[config.mk]
export PLATFORM = sky130hd
export DESIGN_NAME = router_rx_ctrl
export DESIGN_NICKNAME = d
export VERILOG_FILES = /design/src/rtl/router_rx_ctrl.sv
export SDC_FILE = /design/constraint.sdc
export NUM_CORES = 1
export LEC_CHECK = 0
export BUFFER_PORTS_ARGS = -buffer_cell sky130_fd_sc_hd__buf_2
export CAP_MARGIN = 20
export CORE_UTILIZATION = 28
export DETAILED_ROUTE_END_ITERATION = 7
export PLACE_DENSITY_LB_ADDON = 0.1
export SLEW_MARGIN = 20
export SYNTH_ARGS = -nofsm -noshare
export SYNTH_HDL_FRONTEND = slang
export SYNTH_SLANG_ARGS = --single-unit
[constraint.sdc]
create_clock -name clock -period 2.5 [get_ports clock]
set_input_delay 0.125 -clock clock [delete_from_list [all_inputs] [get_ports clock]]
set_output_delay 0.125 -clock clock [all_outputs]
set_load 0.02 [all_outputs]
[src/rtl/router_rx_ctrl.sv]
// Router input controller: parses header/payload/parity, steers bytes to one of NPORTS FIFOs through a 2-entry skid.
// Latency: accepted byte reaches dout/wr_en 0..1 cycles after its edge; busy holds the source while the hold reg is full or in CHECK.
module router_rx_ctrl #(
    parameter int DATA_W = 8,
    parameter int NPORTS = 3
) (
    input  logic              clock,
    input  logic              resetn,
    input  logic              pkt_valid,
    input  logic [DATA_W-1:0] data_in,
    output logic              busy,
    output logic              error,
    input  logic [NPORTS-1:0] fifo_full,
    output logic [NPORTS-1:0] wr_en,
    output logic [DATA_W-1:0] dout
);

    typedef enum logic [2:0] {IDLE, DATA, PARITY, CHECK, DROP} state_t;

    state_t            state;
    logic [1:0]        addr;
    logic [6:0]        cnt;
    logic [DATA_W-1:0] par;
    logic              parity_ok;

    logic              out_valid;
    logic [1:0]        out_port;
    logic              hold_valid;
    logic [1:0]        hold_port;
    logic [DATA_W-1:0] hold_byte;

    logic              accept;
    logic              hdr_ok;
    logic              to_skid;
    logic              drain;
    logic              hold_nxt;
    logic [1:0]        in_port;

    always_comb begin
        wr_en = '0;
        for (int p = 0; p < NPORTS; p++) begin
            wr_en[p] = out_valid && (out_port == p[1:0]) && !fifo_full[p];
        end
    end

    // busy is high whenever hold is occupied, so an accepted byte never meets a full hold reg.
    always_comb begin
        accept   = pkt_valid && !busy;
        hdr_ok   = 32'(data_in[1:0]) < NPORTS;
        to_skid  = accept && ((state == IDLE && hdr_ok) || state == DATA || state == PARITY);
        drain    = |wr_en;
        in_port  = (state == IDLE) ? data_in[1:0] : addr;
        hold_nxt = (hold_valid && !drain) || (to_skid && out_valid && !drain);
    end

    always_ff @(posedge clock or negedge resetn) begin
        if (!resetn) begin
            state      <= IDLE;
            addr       <= '0;
            cnt        <= '0;
            par        <= '0;
            parity_ok  <= 1'b0;
            busy       <= 1'b0;
            error      <= 1'b0;
            out_valid  <= 1'b0;
            out_port   <= '0;
            dout       <= '0;
            hold_valid <= 1'b0;
            hold_port  <= '0;
            hold_byte  <= '0;
        end else begin
            if (drain || !out_valid) begin
                if (hold_valid) begin
                    out_valid <= 1'b1;
                    out_port  <= hold_port;
                    dout      <= hold_byte;
                end else if (to_skid) begin
                    out_valid <= 1'b1;
                    out_port  <= in_port;
                    dout      <= data_in;
                end else begin
                    out_valid <= 1'b0;
                end
            end
            hold_valid <= hold_nxt;
            if (to_skid && out_valid && !drain) begin
                hold_port <= in_port;
                hold_byte <= data_in;
            end

            busy <= hold_nxt || (state == PARITY && accept);

            case (state)
                IDLE: if (accept) begin
                    addr  <= data_in[1:0];
                    par   <= data_in;
                    error <= 1'b0;
                    if (!hdr_ok) begin
                        cnt   <= {1'b0, data_in[7:2]} + 7'd1;
                        state <= DROP;
                    end else if (data_in[7:2] == 6'd0) begin
                        state <= PARITY;
                    end else begin
                        cnt   <= {1'b0, data_in[7:2]};
                        state <= DATA;
                    end
                end
                DATA: if (accept) begin
                    par <= par ^ data_in;
                    cnt <= cnt - 7'd1;
                    if (cnt == 7'd1) state <= PARITY;
                end
                PARITY: if (accept) begin
                    parity_ok <= (par == data_in);
                    state     <= CHECK;
                end
                CHECK: begin
                    error <= ~parity_ok;
                    state <= IDLE;
                end
                DROP: if (accept) begin
                    cnt <= cnt - 7'd1;
                    if (cnt == 7'd1) state <= IDLE;
                end
                default: state <= IDLE;
            endcase
        end
    end

endmodule

==> results.md <==
* Power per standard cell area at 467 nW/µm²
* HPWL after detailed placement at 4280 µm
* P_leak at roughly 1.3 nW
* Layout cells sized above 1 at between 20% and 30%
* Worst Skew at 7.37 ps
* Routed Antenna Nets at 0
* 1st-pass router iterations at 4
* Post-cts resize count at 0
* Total power at about 1.4 mW
* Die Y at approximately 99 µm
* Max-cap violations at 0
* Area share of the largest cell type after synthesis at between 40% and 50%
* Final setup violation count at 0
* Slew Viols, Final at 0
* Synth cell types at 60
* Crit path time final at 1950 ps
* Final Hold Vio Count at 0
* GRT Total Usage at 12.8%
* CP arrival at 2130 ps
* Starting Density at 28.8%
* Unrepaired setup endpoints after global routing: false
* Syn Area/Cell at 10.8 µm²
* Fin nets at 285
* Synth Flop Type: dfrtp_1
* CP peak stage delay at 610 ps
* Post-synth top area cell: dfrtp_1
* CTS Root Cell: clkbuf_8
* Number of synthesized register bits at 45
* Critical Path Start Type: flop
* Pin count of the biggest net entering global routing at 30
* Final instance area at around 3000 µm²
* Clock Tree Buf Depth at 2
* Worst-path clk slew at about 80 ps
* Leading post-synthesis cells by cell area: dfrtp_1 42%, mux2_4 6.2%, nand2_1 4.4%
* DIE WIDTH at 99.5 µm
* Total Neg Setup Slack at 0 ps
* Final Util at between 30% and 40%
* Crit path cell chain: a21oi_2, o311ai_4, a21boi_2, buf_4, mux2_4
* Routed WL per cell at 14.6 µm
* Row Count at 35
* Critical path type: reg -> reg
* Drt total wl at 5770 µm
* Max FO, Critical Path at 18
* Via-to-Cell Ratio at 4.58
* CP max stage cell: dfrtp_1
* Vias at 1815
* DRC Markers at 0
* Placed instance area at 2880 µm²
* Routability cong. at 0.765
* Final Cycle Share at 78.1%
* Total congestion overflow at 0
* Worst path bufs/invs at 1
* Worst hold margin at 172 ps
* Vias in the first global route at 1825
* Post-cts hold buffer count at 1
* Post-synth top cells: 45 x dfrtp_1, 31 x nand2_1, 14 x o21ai_0
* Peak Freq at 512 MHz
* DR iter-0 viols at 68
* Slew HR at just under 60%
* Mapped Area at 2660 µm²
* CP Data Required Time at 2680 ps
* Number of enable flip-flop cells after synthesis at 0
* Core area at about 9200 µm²
* Synth Net Count at ~270
* Critical Path End Type: flop
* Ys async rst share at 100%
* Sink Count at 45
* Area Growth Syn to Fin at 12.5%
* Num ports at 27
* CTS Buf Count at 5
* Die area at around 10000 µm²
* Port buffer count at 26
* Clk_lat worst skew at around 290 ps
* Post-synthesis cell count at 247
* CTS tree: yes
* Delay-heaviest family, CP: compound AO/OA/AOI/OAI gates
* Synthesis Warnings at 0
* Diodes inserted at 0
* Initial antenna violation count at 0
* Status: finished clean
* Sequential share of the synthesized area at 42.3%
* Postcts setup bufs at 0
* First-pass GRT wire length at 9910 µm
* Count leader, synth: dfrtp_1
* H-tree levels at 2
* Worst IR Drop VDD at around 0.00021 V
* Worst slew pin tran at 632 ps
* Hold WC Path Type: in -> reg
cell usage in the layout (no fill, tap or decap), types with 2 or more instances in the layout:
cell type | Yosys | layout
xnor2_1 | 10 | 10
nand2_1 | 31 | 31
mux2_1 | 9 | 9
mux2i_1 | 6 | 6
a211o_1 | 2 | 2
mux2_2 | 8 | 8
ha_1 | 4 | 4
or2_1 | 2 | 2
inv_1 | 7 | 7
clkbuf_8 | 0 | 5
o21ai_0 | 14 | 14
nor2_1 | 7 | 7
nor2b_1 | 3 | 3
nand4_1 | 5 | 5
o22a_1 | 2 | 2
a211oi_1 | 2 | 2
nand3_1 | 6 | 6
o31ai_1 | 4 | 4
or3_1 | 5 | 5
xor2_1 | 8 | 8
nor3_1 | 3 | 3
buf_2 | 8 | 26
buf_4 | 4 | 3
nand2b_1 | 2 | 2
nor4_1 | 2 | 2
dfrtp_1 | 45 | 45
mux2_4 | 11 | 11
stage by stage:
stage	cells	setup WS, ps
global route	396	395
finish	396	548
global placement	388	588
floorplan	247	564
CTS	396	546
detailed placement	388	551
tightest hold or removal path: cells and delay by family:
| kind | cells | cell delay [ps] |
|---|---|---|
| XOR/XNOR | 1 | 60 |
| AND/OR/NAND/NOR | 1 | 80 |
| buffers and inverters | 1 | 160 |
registers in the layout, indices dropped and copies added, names as in the netlist:
register	flops
error	1
par	8
parity_ok	1
busy	1
out_valid	1
addr	2
hold_valid	1
out_port	2
hold_byte	8
state	3
hold_port	2
cnt	7
dout	8
worst paths after layout:
path | startpoint | end | slack [ps] | depth (start not counted)
min | data_in[2] | par[2]$_DFFE_PN0P_ | 170 | 3
max | state[1]$_DFFE_PN0P_ | dout[6]$_DFFE_PN0P_ | 550 | 5
max reg2reg | state[1]$_DFFE_PN0P_ | dout[6]$_DFFE_PN0P_ | 550 | 5
min in group asynchronous | resetn | out_port[1]$_DFFE_PN0P_ | 280 | 2
min reg2reg | hold_byte[1]$_DFFE_PN0P_ | hold_byte[1]$_DFFE_PN0P_ | 490 | 1
max in group asynchronous | resetn | par[3]$_DFFE_PN0P_ | 1490 | 3
final cells by class:
cell class              instances  area [µm²]
flip-flops and latches         45        1130
fillers                       969        6250
clock buffers                   5        68.8
repair buffers                 30         163
inverters                       7        26.3
clock inverters                 2        35.0
well taps                     129         161
multi-input cells             178        1410
power by group:
part | leakage (nW) | switching (mW) | internal, mW | total (mW)
clock network | 0.0540 | 0.245 | 0.291 | 0.536
registers | 0.569 | 0.00752 | 0.739 | 0.747
logic | 0.689 | 0.0701 | 0.0445 | 0.115
cells by family after synthesis:
logic type / count (synthesis) / synth area share, %
buf+inv: 24 / 4.61
flops: 45 / 42.3
compound gates: 40 / 12.1
fa+ha+maj: 4 / 1.88
mux: 34 / 15.7
xor+xnor: 19 / 6.54
simple gates: 81 / 16.9
per-layer routing:
metal	up-vias	track usage, %	wire (µm)
met2	17	19.4	2560
met5	-	0	0
li1	916	-	-
met3	2	2.60	109
met4	0	3.05	41
met1	880	18.7	3060
Power figures use the tool's default switching activity.
